===== src/rtl/pair_proc_mem.sv =====
// Pair processor: loads 2**ADDR_A words into memory A, then writes one result per
// word pair into memory B (sum when first <= second, else difference). Optional macro
// PAIR_PROC_SAT_EN makes the add path saturate instead of wrapping.
module pair_proc_mem #(
  parameter int WIDTH  = 8,
  parameter int ADDR_A = 3
) (
  input  logic              clock,
  input  logic              Reset,
  input  logic              Init,
  input  logic              Start,
  input  logic [WIDTH-1:0]  DataInA,
  input  logic              DataValid,
  input  logic [ADDR_A-2:0] RdAddrB,
  output logic [WIDTH-1:0]  RdDataB,
  output logic              Busy,
  output logic              Done,
  output logic [ADDR_A-1:0] NumAdds,
  output logic [1:0]        state_dbg
);

  localparam int DEPTH   = 2 ** ADDR_A;
  localparam int DEPTH_B = DEPTH / 2;

  localparam logic [ADDR_A-1:0] A_LAST    = ADDR_A'(DEPTH - 1);
  localparam logic [ADDR_A:0]   COMP_LAST = (ADDR_A + 1)'(DEPTH);
  localparam logic [ADDR_A-1:0] A_ONE     = ADDR_A'(1);
  localparam logic [ADDR_A-2:0] B_ONE     = (ADDR_A - 1)'(1);
  localparam logic [ADDR_A:0]   C_ONE     = (ADDR_A + 1)'(1);

  typedef enum logic [1:0] {
    S_IDLE = 2'd0,
    S_LOAD = 2'd1,
    S_COMP = 2'd2,
    S_DONE = 2'd3
  } state_t;

  state_t              state_q, state_d;
  logic [ADDR_A-1:0]   addr_a_q, addr_a_d;
  logic [ADDR_A-2:0]   addr_b_q, addr_b_d;
  logic [ADDR_A-1:0]   num_adds_q, num_adds_d;
  logic [WIDTH-1:0]    hold_q, hold_d;
  logic [ADDR_A:0]     comp_cnt_q, comp_cnt_d;
  logic [WIDTH-1:0]    rd_data_b_q;

  logic [WIDTH-1:0]    mem_a_q [DEPTH];
  logic [WIDTH-1:0]    mem_b_q [DEPTH_B];
  logic [WIDTH-1:0]    dout_a_q;

  logic                a_we;
  logic                b_we;
  logic [ADDR_A-1:0]   a_raddr;
  logic                a_le_b;
  logic [WIDTH:0]      sum_ext;
  logic [WIDTH-1:0]    add_res;
  logic [WIDTH-1:0]    diff_res;
  logic [WIDTH-1:0]    pair_res;

  // Pair datapath: a is the held even word, b is the odd word arriving from memory A.
  always_comb begin
    a_le_b   = (hold_q <= dout_a_q);
    sum_ext  = {1'b0, hold_q} + {1'b0, dout_a_q};
`ifdef PAIR_PROC_SAT_EN
    add_res  = sum_ext[WIDTH] ? {WIDTH{1'b1}} : sum_ext[WIDTH-1:0];
`else
    add_res  = sum_ext[WIDTH-1:0];
`endif
    diff_res = hold_q - dout_a_q;
    pair_res = a_le_b ? add_res : diff_res;
  end

  assign a_raddr = comp_cnt_q[ADDR_A-1:0];

  // DataInA has no back-pressure: in LOAD every cycle with DataValid=1 is one accepted
  // word; DataValid is ignored in every other state.
  always_comb begin
    state_d    = state_q;
    addr_a_d   = addr_a_q;
    addr_b_d   = addr_b_q;
    num_adds_d = num_adds_q;
    hold_d     = hold_q;
    comp_cnt_d = comp_cnt_q;
    a_we       = 1'b0;
    b_we       = 1'b0;

    case (state_q)
      S_IDLE, S_DONE: begin
        if (Start) begin
          state_d    = S_LOAD;
          addr_a_d   = '0;
          addr_b_d   = '0;
          num_adds_d = '0;
          comp_cnt_d = '0;
        end
      end
      S_LOAD: begin
        if (DataValid) begin
          a_we     = 1'b1;
          addr_a_d = addr_a_q + A_ONE;
          if (addr_a_q == A_LAST) begin
            state_d    = S_COMP;
            comp_cnt_d = '0;
          end
        end
      end
      S_COMP: begin
        // Cycle c reads word c; word c-1 is on dout_a_q. Odd c holds an even word,
        // even c > 0 completes a pair.
        comp_cnt_d = comp_cnt_q + C_ONE;
        if (comp_cnt_q != '0) begin
          if (comp_cnt_q[0]) begin
            hold_d = dout_a_q;
          end else begin
            b_we     = 1'b1;
            addr_b_d = addr_b_q + B_ONE;
            if (a_le_b) begin
              num_adds_d = num_adds_q + A_ONE;
            end
          end
        end
        if (comp_cnt_q == COMP_LAST) begin
          state_d = S_DONE;
        end
      end
      default: state_d = S_IDLE;
    endcase

    if (Init) begin
      state_d    = S_IDLE;
      addr_a_d   = '0;
      addr_b_d   = '0;
      num_adds_d = '0;
      hold_d     = '0;
      comp_cnt_d = '0;
      a_we       = 1'b0;
      b_we       = 1'b0;
    end

    if (Reset) begin
      a_we = 1'b0;
      b_we = 1'b0;
    end
  end

  always_ff @(posedge clock) begin
    if (Reset) begin
      state_q    <= S_IDLE;
      addr_a_q   <= '0;
      addr_b_q   <= '0;
      num_adds_q <= '0;
      hold_q     <= '0;
      comp_cnt_q <= '0;
    end else begin
      state_q    <= state_d;
      addr_a_q   <= addr_a_d;
      addr_b_q   <= addr_b_d;
      num_adds_q <= num_adds_d;
      hold_q     <= hold_d;
      comp_cnt_q <= comp_cnt_d;
    end
  end

  // Memory contents survive Reset and Init; only the write enables are suppressed.
  always_ff @(posedge clock) begin
    if (a_we) begin
      mem_a_q[addr_a_q] <= DataInA;
    end
    dout_a_q <= mem_a_q[a_raddr];
  end

  always_ff @(posedge clock) begin
    if (b_we) begin
      mem_b_q[addr_b_q] <= pair_res;
    end
  end

  // Readback port is independent of the write port; a same-address collision reads old data.
  always_ff @(posedge clock) begin
    if (Reset) begin
      rd_data_b_q <= '0;
    end else begin
      rd_data_b_q <= mem_b_q[RdAddrB];
    end
  end

  assign RdDataB   = rd_data_b_q;
  assign Busy      = (state_q == S_LOAD) || (state_q == S_COMP);
  assign Done      = (state_q == S_DONE);
  assign NumAdds   = num_adds_q;
  assign state_dbg = state_q;

endmodule


===== config.mk =====
export PLATFORM = sky130hd
export DESIGN_NAME = pair_proc_mem
export DESIGN_NICKNAME = d
export VERILOG_FILES = /design/src/rtl/pair_proc_mem.sv
export SDC_FILE = /design/constraint.sdc
export NUM_CORES = 1
export LEC_CHECK = 0
export ABC_AREA = 1
export ABC_CLOCK_PERIOD_IN_PS = 2500
export BUFFER_PORTS_ARGS = -buffer_cell sky130_fd_sc_hd__clkbuf_2
export CAP_MARGIN = 20
export CORE_ASPECT_RATIO = 1.5
export CORE_UTILIZATION = 30
export DETAILED_ROUTE_END_ITERATION = 8
export SYNTH_ARGS = -nofsm -noshare
export SYNTH_HDL_FRONTEND = slang
export SYNTH_SLANG_ARGS = --single-unit

===== constraint.sdc =====
create_clock -name clock -period 2.5 [get_ports clock]
set_input_delay 0.25 -clock clock [delete_from_list [all_inputs] [get_ports clock]]
set_output_delay 0.25 -clock clock [all_outputs]
set_load 0.02 [all_outputs]

==> results, run 1 <==
- The top cell type's share of synthesized area is 47.7%.
- The total global-route track usage is 13.0%.
- The via count normalized by instance count is 4.46.
- The buffer levels on the longest clock path is 2.
- In this run, synthesis inferred 96 flip-flops with an integrated enable.
- For the pin with the worst max-slew slack, the measured transition is 0.451 ns.
- The worst relative slew slack is 70.0%.
- TritonCTS built the clock tree.
- The largest vdd supply drop is 0.411 mV.
- The synthesized cell area is 6040 um^2.
- STA classifies the critical path endpoint as a flip-flop.
- Timing would allow up to 0.495 GHz.
- After layout, the worst path uses 80.8% of the clock period.
- The number of nets at the end of the flow is 685.
- OpenSTA, run right after detailed placement, puts the worst setup slack at 0.480 ns.
- For this run, the register share of the synthesized area comes to 60.3%.
- The count of unresolved DRC violations after routing is 0.
- The max-slew violation count is 0.
- The number of buffers added to fix hold violations after cts is 0.
- The class of the tightest hold or removal check is primary input to flip-flop.
- The run finished with clean final reports.
- In this run the power density over the cells is 762 nW/um^2.
- Setup repair after global routing left no endpoint under its margin.
- Across the run, the number of max-cap violations was 0.
- The register-to-register setup slack is 0.48 ns.
- The clock reaches the later pin of the worst-skew pair after 0.42 ns.
- The number of clock buffers added by TritonCTS is 17.
- The pin count of the biggest net entering global routing is 37.
- The number of antenna diodes in the final layout is 0.
- The count of boundary I/O pins is 30.
- After clock tree synthesis, the clock-pin slew on the worst setup and hold paths is 0.06 ns.
- The H-tree depth is 4.
- In this run, synthesis produced a sequential element count of 134.
- Global routing consumed, on the met2 layer, 24.8% of the routing resources.
- After synthesis, the share of flip-flops with an asynchronous set or reset is 0%.
- The start-to-end type of the worst setup path is flip-flop to flip-flop.
- The initial cell density of the core is 30.5%.
- The met1 capacity usage during global routing is 12.5%.
- The post-synth net total is 640.
- The met3 layer usage reported by global route is 3.31%.
- The die is 118 um wide.
- The via count of the first global-routing pass came to 4098.
- Across all layers, the routed design uses 4074 vias.
- The startpoint identified for the worst register-to-register timing path is hold_q[0].
- The library cells used most frequently in the layout, excluding fill and tap cells, are 96 x edfxtp_1, 93 x nor2_1, 89 x nand2_1.
- The synthesized netlist devotes 11.6% of its cell area to compound gates.
- The path with the worst hold slack has its endpoint at mem_a_q[1][7].
- After the first detailed-routing iteration, the DRC count stood at 217.
- The busiest layer in global routing is met2.
- The placer's final routability congestion estimate is 0.798.
- In this run the static leakage power is 2.85 nW.
- Post-CTS timing repair inserted 0 buffers for setup.
- The first global-routing pass estimated 20200 um of wire.
- The total global routing overflow is 0.
- The synthesized netlist devotes 1.02% of its cell area to XOR and XNOR gates.
- The cell count after synthesis came out at 595.
- Compared with the post-synthesis result, the final layout area differs by 18.4%.
- After layout, the minimum clock period comes to 2.02 ns.
- The initial antenna violation count is 0.
- For this run, the leading register cell type out of synthesis is edfxtp_1.
- The commonest non-fill, non-tap cell in the layout is edfxtp_1.
- Once the clock tree was built, the resizer swapped 0 gates to a different size.
- The critical path launch point type is a flip-flop.
- The maximum fanout along the worst path is 8.
- In this run the tool buffered the top-level ports with 29 buffer cells.
- The routed wire length per instance is 13.6 um.
- The synthesized netlist devotes 15.1% of its cell area to simple gates.
- The die area is 20700 um^2.
- The number of cells on the worst reg-to-reg path is 12.
- The cell type with the highest aggregate area in the netlist is edfxtp_1.
- Setup total negative slack on the finished layout was measured at 0 ns.
- After synthesis, the cell types taking the most area are edfxtp_1 48%, dfxtp_1 13%, ha_1 5.8%.
- The share of cell area taken by muxes after synthesis is 0%.
- The startpoint identified for the worst hold timing path is DataInA[7].
- The arrival time at the worst endpoint is 2.17 ns.
- From bottom edge to top edge, the die measures 176 um.
- The per-instance average area after synthesis is 10.2 um^2.
- The number of hold violations in the final report is 0.
- In this run the critical register-to-register path is captured at mem_b_q[2][5].
- The floorplan has 63 rows.
- The root buffer cell is clkbuf_16.
- The final critical-path setup slack is 0.481 ns.
- The first detailed-routing pass ran for 4 iterations.
- The largest family of logic cells by synthesized area is simple AND/OR/NAND/NOR gates.
- The worst hold-check slack is 0.111 ns.
- During synthesis, Yosys emitted a total of 0 warnings.
- Setup violations remaining at the end of the flow were counted as 0.
- The final cell utilization of the core is 36.1%.
- The total wire length after detailed routing is 12400 um.
- Counting the fill cells in the layout gives 1967.
- For this design, the sink count on the clock tree is 134.
- The final setup skew is 0.0124 ns.
- The sum of net half-perimeters after detailed placement is 8440 um.
- The distinct cell type count after synthesis is 36.
- The final antenna-violating net count is 0.
- The core footprint is 19800 um^2.
- The fraction of layout cells with a size suffix above 1 is 15.3%.
- Data on the critical path is required at its endpoint by 2.65 ns.
- After Yosys synthesis, full adders, half adders and majority gates account for 6.46% of the synthesized area.
- Along the worst hold path, the cell count comes to 1.
[where the power goes]
part	internal (mW)	switching, mW	leakage (nW)
sequential	2.42	0.0203	1.17
clock	1.66	0.911	0.298
combinational	0.138	0.294	1.38
[routing by layer]
layer / vias to the layer above / wire length (um) / part of all wire (%)
li1: 2109 / - / -
met1: 1893 / 4830 / 39
met2: 58 / 7010 / 56
met3: 14 / 365 / 2.9
met4: 0 / 201 / 1.6
met5: - / 0 / 0
[synthesized netlist by cell type (6+ instances only)]
library cell / count
o22ai_1: 16
ha_1: 28
o21ai_0: 62
xor2_1: 6
nor2_1: 93
a21oi_1: 36
buf_4: 6
inv_1: 52
clkbuf_1: 6
dfxtp_1: 38
buf_2: 9
nand2_1: 89
nand3_1: 13
edfxtp_1: 96
[state kept, by name, indices dropped and copies added, names as in the netlist]
name and cells:
NumAdds 3, RdDataB 8, mem_b_q 32, addr_b_q 2, addr_a_q 3, state_dbg 2, dout_a_q 8, mem_a_q 64
hold_q 8, comp_cnt_q 4
[metrics by stage]
stage,power [mW],std cells,cell area (um^2)
finish,5.45,913,7150
floorplan,2.80,595,6040
global placement,2.92,881,6540
CTS,5.50,913,7150
detailed placement,2.92,881,6540
global route,5.66,913,7150
[final cells by class]
class	count	area, um^2	area share (%)
sequential	134	3640	51.0
multi-input combinational	382	2060	28.9
clock buffer	19	433	6.06
tap	260	325	4.55
timing repair buffer	48	288	4.03
inverter	57	214	2.99
clock inverter	13	181	2.54
[cells by family (layout without fill, tap and decap cells)]
family | after synthesis | in the layout
XOR/XNOR | 7 | 7
flip-flops | 134 | 134
AO/OA/AOI/OAI | 130 | 130
adder cells (fa/ha/maj) | 30 | 30
buffers and inverters | 79 | 137
AND/OR/NAND/NOR | 215 | 215
[critical path, cell delays in order, from the launching register on]
cell,delay (ns)
dfxtp_1,0.32
inv_1,0.08
ha_1,0.19
inv_1,0.06
fa_1,0.39
nand3_1,0.10
nand3_2,0.11
nand2_2,0.10
nand2_4,0.06
nand2_4,0.10
inv_2,0.08
nand2_1,0.07
nand2_1,0.10
[worst max-delay path by stage]
stage               endpoint          start
6_report       mem_b_q[2][5]      hold_q[0]
5_1_grt        mem_b_q[2][5]      hold_q[0]
2_1_floorplan  mem_b_q[0][0]  comp_cnt_q[1]
3_5_place_dp   mem_b_q[1][5]      hold_q[0]
4_1_cts        mem_b_q[2][5]      hold_q[0]
3_3_place_gp   mem_b_q[1][7]      hold_q[0]
Power figures use the tool's default switching activity.
==> run 2, diff against run 1 <==
--- a/config.mk
+++ b/config.mk
@@ -6,7 +6,7 @@
 export NUM_CORES = 1
 export LEC_CHECK = 0
 export ABC_AREA = 1
-export ABC_CLOCK_PERIOD_IN_PS = 2500
+export ABC_CLOCK_PERIOD_IN_PS = 1700
 export BUFFER_PORTS_ARGS = -buffer_cell sky130_fd_sc_hd__clkbuf_2
 export CAP_MARGIN = 20
 export CORE_ASPECT_RATIO = 1.5
==> constraint.sdc (replaced) <==
create_clock -name clock -period 1.7 [get_ports clock]
set_input_delay 0.17 -clock clock [delete_from_list [all_inputs] [get_ports clock]]
set_output_delay 0.17 -clock clock [all_outputs]
set_load 0.02 [all_outputs]
==> run 2 against run 1 <==
The flow now finishes with violations (negative setup slack). Sequential power increased by 48%. Sequential cell count stayed put. Final cell count up 5.0%. Global-route usage up 0.41 points. Highest routed layer unchanged. Sequential share of layout area decreased by 4.7 points. Final area rose by 11%. Worst hold slack got worse by 0.082 ns.
==> results, run 2 (synthesis gave the netlist of run 1 again) <==
- The flow ran to the end, but the final reports show violations.
- The checks that failed: negative setup slack.
- The total global routing overflow is 0 (unchanged).
- The commonest non-fill, non-tap cell in the layout is edfxtp_1.
- The number of buffers added to fix hold violations after cts is 0 (unchanged).
- The maximum fanout along the worst path is 7 (-1).
- The root buffer cell is clkbuf_16.
- The fraction of layout cells with a size suffix above 1 is 29.8% (+14 points).
- The max-capacitance violation count is 0 (unchanged).
- The largest vdd supply drop is 0.687 mV (+67%).
- The worst hold-check slack is 0.0285 ns (-0.0822 ns).
- The buffer levels on the longest clock path came to 2 (unchanged).
- The via count of the first global-routing pass came to 4237 (+3.4%).
- The largest incremental delay on the critical path is 0.35 ns (-0.04 ns).
- Ranked by flip-flop count, first place goes to mem_a_q.
- The sum of net half-perimeters after detailed placement is 9330 um (+11%).
- The largest registers in the layout are mem_a_q: 64 flops, mem_b_q: 32 flops.
- The count of TritonRoute iterations in the first routing pass is 4 (unchanged).
- The number of CTS-inserted buffers was 17 (unchanged).
- The routed wire length per instance came to 13.6 um (+0.26%).
- The critical path goes through inv_2 > ha_4 > inv_2 > fa_2 > nand3_2 > nand3_4 > nand2_4 > nand2_4 > nand2_8 > inv_8 > nand2_2 > nand2_2.
- The clock input transition at the sequential cells of the worst setup and hold paths is 0.05 ns (about the same).
- The die area is 20700 um^2 (unchanged).
- The ratio of total power to cell area is 1030 nW/um^2 (+35%).
- The max-slew violation count is 0 (unchanged).
- The count of boundary I/O pins was 30 (unchanged).
- The initial cell density of the core is 30.5% (unchanged).
- The total power of the final layout is 8.14 mW (+49%).
- Compared with the post-synthesis result, the final layout area differs by 31.0%.
- The final period utilization came to 104% (+23 points).
- TritonCTS built the clock tree.
- The worst hold path belongs to the class primary input to flip-flop.
- The overall via count from detail_route is 4318 (+6.0%).
- The clock insertion delay at the later pin of the skew report was 0.43 ns (about the same).
- The number of nets at the end of the flow is 731 (+6.7%).
- In the layout the commonest cells are 96 x edfxtp_1, 84 x nor2_1, 73 x nand2_1.
- The final critical-path setup slack was -0.0689 ns (-0.550 ns).
- The number of antenna repair diodes is 0 (unchanged).
- The pin count of the biggest net entering global routing is 37 (unchanged).
- The via count normalized by instance count is 4.50 (+0.91%).
- The clock sink count is 134 (unchanged).
- The number of hold violations in the final report was 0 (unchanged).
- The chip width is 118 um (unchanged).
- The count of unresolved DRC violations after routing is 0 (unchanged).
- The achievable frequency is 0.565 GHz (+14%).
- The DRC marker count from the first detailed-route iteration is 146 (-33%).
- The placer's final routability congestion estimate came to 0.811 (+1.6%).
- The final antenna-violating net count is 0 (unchanged).
- The arrival time at the worst endpoint is 1.93 ns (-0.24 ns).
- The transition time at the pin with the least slew margin is 0.358 ns (-0.0927 ns).
- The cell area after layout is 7910 um^2 (+11%).
- The worst relative slew slack is 76.1% (+6.2 points).
- The start-to-end type of the worst setup path is flip-flop to flip-flop.
- The pre-CTS setup slack is -0.145 ns (-0.625 ns).
- The H-tree depth is 4 (unchanged).
- The core footprint came to 19800 um^2 (unchanged).
- The leakage power of the design is 3.16 nW (+11%).
- The initial antenna violation count came to 0 (unchanged).
- The cell area after placement is 6920 um^2 (+5.8%).
- The number of standard-cell rows in the floorplan is 63 (unchanged).
- Setup repair after global routing could not meet its margin everywhere.
- The total wire length after detailed routing is 13100 um (+5.3%).
- The global-route wire length before repair is 21000 um (+4.2%).
- The worst setup path is captured at a flip-flop.
- The final setup skew is 0.00900 ns (-0.00337 ns).
- The total global-route track usage came to 13.4% (+0.41 points).
- The number of flip-flops in the largest register is 64 (unchanged).
- The worst setup path is launched from a flip-flop.
- The final number of setup-violating endpoints is 31 (+31).
- The post-layout minimum cycle time was 1.77 ns (-0.250 ns).
- The number of port buffers came to 29 (unchanged).
- The data required time at the worst endpoint is 1.87 ns (-0.78 ns).
- The height of the die is 176 um (unchanged).
- The cell type of the slowest stage on the worst timing path is fa_2.
==> run 2: cell count changes in the layout (fill, tap and decap cells not counted), sizes merged <==
cell    before  now
clkinv       8    6
clkbuf      48   51
bufinv       4    3
buf         19   65
==> run 2: worst paths after layout <==
| check | startpoint | end | slack [ns] | cells past startpoint |
|---|---|---|---|---|
| setup reg to reg | hold_q[0] | mem_b_q[3][4] | -0.07 | 12 |
| hold reg to reg | state_dbg[0] | state_dbg[0] | 0.49 | 2 |
| hold / removal | DataInA[6] | mem_a_q[1][6] | 0.03 | 1 |
| setup / recovery | hold_q[0] | mem_b_q[3][4] | -0.07 | 12 |
==> run 2: cell type report <==
class                           count  area, um^2
Clock buffer                       22         464
Clock inverter                     10         129
Fill cell                        1874       11900
Inverter                           57         226
Multi-Input combinational cell    382        2410
Sequential cell                   134        3660
Tap cell                          260         325
Timing Repair Buffer               94         696
==> run 2: worst max-delay path, delay by kind of cell (launching register included) <==
family,cells,cell delay [ns]
flops,1,0.32
buf+inv,3,0.16
fa+ha+maj,2,0.48
simple gates,7,0.55
==> run 2: through the flow <==
step	setup TNS [ns]	utilization [%]	std cells
after floorplan	-10.23	-	595
after global placement	-1.57	35.0	918
final	-1.63	40.0	959
after CTS	-1.36	38.9	951
after detailed placement	-3.41	35.0	918
after global routing	-4.08	40.0	959
==> run 2: metal layers <==
metal	wire, um	vias up	share of wire [%]	track usage, %
met1	4890	2021	37	12.6
met2	7440	72	57	26.3
met4	281	0	2.1	6.57
met3	451	19	3.5	3.31
li1	-	2206	-	-
met5	0	-	0	0
==> run 2: timing repair <==
action | 4_1_cts | 5_1_grt
pin swaps | 5 | 9
setup endpoints to repair | 68 | 103
gates resized for setup | 35 | 39
setup buffers | 1 | 8
==> run 2: where the power goes <==
| group | leakage, nW | internal [mW] | total [mW] | switching [mW] |
|---|---|---|---|---|
| clock | 0.289 | 2.36 | 3.68 | 1.31 |
| sequential | 1.18 | 3.56 | 3.60 | 0.0335 |
| combinational | 1.69 | 0.353 | 0.863 | 0.510 |
==> run 3, diff against run 2 <==
--- a/config.mk
+++ b/config.mk
@@ -12,6 +12,7 @@
 export CORE_ASPECT_RATIO = 1.5
 export CORE_UTILIZATION = 30
 export DETAILED_ROUTE_END_ITERATION = 8
+export GPL_TIMING_DRIVEN = 0
 export SYNTH_ARGS = -nofsm -noshare
 export SYNTH_HDL_FRONTEND = slang
 export SYNTH_SLANG_ARGS = --single-unit
==> run 3 against run 2 <==
The flow still finishes with violations (negative setup slack). Via count down 2.4%. Die area unchanged. Combinational power decreased by 6.8%. Sequential power barely moved. Clock skew is 0.00091 ns higher. Register-to-register slack worse by 0.04 ns. Worst hold slack improved by 0.016 ns. Final area is 0.40% lower. Total power increased by 6.9%. Maximum frequency down 2.0%. Worst setup slack got worse by 0.036 ns. Critical path type unchanged. Critical endpoint is now mem_b_q[3][6]. Highest routed layer unchanged.
==> results, run 3 (synthesis gave the netlist of run 1 again) <==
- The run finished, with violations left.
- The final reports fail on negative setup slack.
- Setup repair after global routing could not meet its margin everywhere.
- The final antenna-violating net count was 0 (unchanged).
- For this design, the slowest cell found on the critical path is fa_2.
- The chip width is 118 um (unchanged).
- The number of antenna repair diodes is 0 (unchanged).
- The number of standard-cell rows in the floorplan came to 63 (unchanged).
- The via count of the first global-routing pass was 4328 (+2.1%).
- The worst setup path is of the flip-flop to flip-flop kind.
- From synthesis to final layout, the design area changed by 30.5%.
- The cell depth of the worst hold path is 1 (unchanged).
- The final setup skew is 0.00991 ns (+0.000908 ns).
- The initial antenna violation count is 0 (unchanged).
- The maximum fanout along the worst path is 8 (+1).
- The largest registers in the layout are mem_a_q: 64 flops, mem_b_q: 32 flops.
- The depth of the critical timing path with buffers and inverters included is 12 (unchanged).
- Walking the worst path, the cells encountered are inv_2 > ha_4 > inv_2 > fa_2 > nand3_2 > nand3_4 > nand2_2 > nand2_4 > nand2_8 > inv_8 > nand2_2 > nand2_4.
- The cell area after placement is 6600 um^2 (-4.6%).
- The overall via count from detail_route is 4216 (-2.4%).
- The fraction of layout cells with a size suffix above 1 is 27.3% (-2.4 points).
- The tree is rooted in a clkbuf_16.
- The leakage power of the design is 3.06 nW (-3.1%).
- The top cell types in the final layout, fill and taps aside, are 96 x edfxtp_1, 81 x nor2_1, 75 x nand2_1.
- The max-capacitance violation count was 0 (unchanged).
- The register with the most flip-flops is mem_a_q.
- The number of buffers and inverters on the critical path came to 3 (unchanged).
- The DRC marker count from the first detailed-route iteration came to 195 (+34%).
- The core footprint is 19800 um^2 (unchanged).
- The via count normalized by instance count is 4.52 (+0.36%).
- The clock input transition at the sequential cells of the worst setup and hold paths is 0.06 ns (about the same).
- The number of nets at the end of the flow came to 705 (-3.6%).
- The routed wire length per instance was 13.7 um (+0.24%).
- The clock sink count is 134 (unchanged).
- The buffer levels on the longest clock path was 2 (unchanged).
- The clock insertion delay at the later pin of the skew report is 0.42 ns (about the same).
- The final critical-path setup slack is -0.105 ns (-0.0362 ns).
- The ratio of total power to cell area is 1100 nW/um^2 (+7.3%).
- The total global routing overflow is 0 (unchanged).
- The number of port buffers is 26 (-10%).
- TritonCTS built the clock tree.
- The initial cell density of the core came to 30.5% (unchanged).
- The global-route wire length before repair came to 20800 um (-0.82%).
- The pin count of the biggest net entering global routing is 19 (-49%).
- The total wire length after detailed routing was 12700 um (-2.5%).
- The total global-route track usage was 13.0% (-0.37 points).
- The worst setup path is captured at a flip-flop.
- The critical path launch point type is a flip-flop.
- The achievable frequency is 0.554 GHz (-2.0%).
- The worst hold-check slack is 0.0448 ns (+0.0163 ns).
- The largest incremental delay on the critical path was 0.35 ns (about the same).
- The H-tree depth is 4 (unchanged).
- The worst relative slew slack is 67.2% (-8.9 points).
- The count of boundary I/O pins came to 30 (unchanged).
- The transition time at the pin with the least slew margin was 0.491 ns (+0.133 ns).
- The die area is 20700 um^2 (unchanged).
- The kind of cell with the highest combined delay along the critical path is simple AND/OR/NAND/NOR gates.
- The max-slew violation count is 0 (unchanged).
- The count of TritonRoute iterations in the first routing pass was 4 (unchanged).
- The final number of setup-violating endpoints came to 31 (unchanged).
- The largest vdd supply drop was 0.857 mV (+25%).
- The data required time at the worst endpoint came to 1.86 ns (about the same).
- The number of CTS-inserted buffers is 17 (unchanged).
- The sum of net half-perimeters after detailed placement came to 9150 um (-2.0%).
- The placer's final routability congestion estimate came to 0.809 (-0.20%).
- The number of flip-flops in the largest register is 64 (unchanged).
- The count of unresolved DRC violations after routing is 0 (unchanged).
- The count of cells along the worst register-to-register path is 12 (unchanged).
- The arrival time at the worst endpoint is 1.96 ns (+0.03 ns).
- The class of the tightest hold or removal check is primary input to flip-flop.
- The final period utilization is 106% (+2.1 points).
- Leaving out fill and tap cells, the most frequent cell in the layout is edfxtp_1.
- The final total negative setup slack came to -2.64 ns (-1.01 ns).
- The post-layout minimum cycle time came to 1.81 ns (+0.0362 ns).
- The cell area after layout came to 7880 um^2 (-0.40%).
- The number of hold violations in the final report is 0 (unchanged).
- The height of the die is 176 um (unchanged).
- The count of fill cells added during filler insertion came to 1903 (+1.5%).
## run 3: cell count changes in the layout (fill, tap and decap cells not counted), moves of 4 or more
cell / change
buf_12: +6
buf_6: -4
nor2_4: +6
buf_4: -38
buf_2: +7
clkbuf_1: +4
bufinv_16: +4
## run 3: worst paths after layout
path,startpoint,endpoint,slack (ns)
worst min-delay path,DataInA[5],mem_a_q[0][5],0.04
worst max register to register,hold_q[0],mem_b_q[3][6],-0.11
worst min register to register,dout_a_q[7],hold_q[7],0.46
worst max-delay path,hold_q[0],mem_b_q[3][6],-0.11
## run 3: power by group
part	leakage [nW]	internal, mW	switching (mW)
clock	0.335	2.94	1.35
sequential	1.18	3.56	0.0401
combinational	1.55	0.288	0.515
total	3.06	6.79	1.90
## run 3: timing repair
action / in CTS / in global routing
gates resized for setup: 46 / 44
pin swaps: 21 / 9
cloned: 0 / 1
setup endpoints to repair: 138 / 145
buffers inserted: 19 / 2
hold buffers: 0 / 0
## run 3: routing by layer
layer | wire length (um) | global-route usage [%] | share of wire, % | vias to the layer above
met2 | 7210 | 25.7 | 57 | 62
li1 | - | - | - | 2147
met4 | 326 | 6.52 | 2.6 | 0
met1 | 4960 | 12.7 | 39 | 1982
met5 | 0 | 0 | 0 | -
met3 | 258 | 2.44 | 2.0 | 25
## run 3: layout make-up
type | count | area (um^2) | share of cell area (%)
Buffer | 20 | 120 | 1.52
Clock buffer | 20 | 447 | 5.67
Clock inverter | 12 | 249 | 3.16
Inverter | 57 | 236 | 3.00
Multi-Input combinational cell | 383 | 2450 | 31.1
Sequential cell | 134 | 3660 | 46.4
Tap cell | 260 | 325 | 4.13
Timing Repair Buffer | 47 | 394 | 5.00
## run 3: through the flow
| step | total power [mW] | util [%] | cells | setup WS, ns |
|---|---|---|---|---|
| final | 8.70 | 39.8 | 933 | -0.105 |
| after global routing | 9.00 | 39.8 | 933 | -0.191 |
| after CTS | 8.68 | 38.8 | 930 | -0.102 |
| after detailed placement | 4.35 | 33.3 | 881 | -0.568 |
| after global placement | 4.34 | 33.3 | 881 | -0.533 |
| after floorplan | 4.15 | - | 595 | -0.116 |
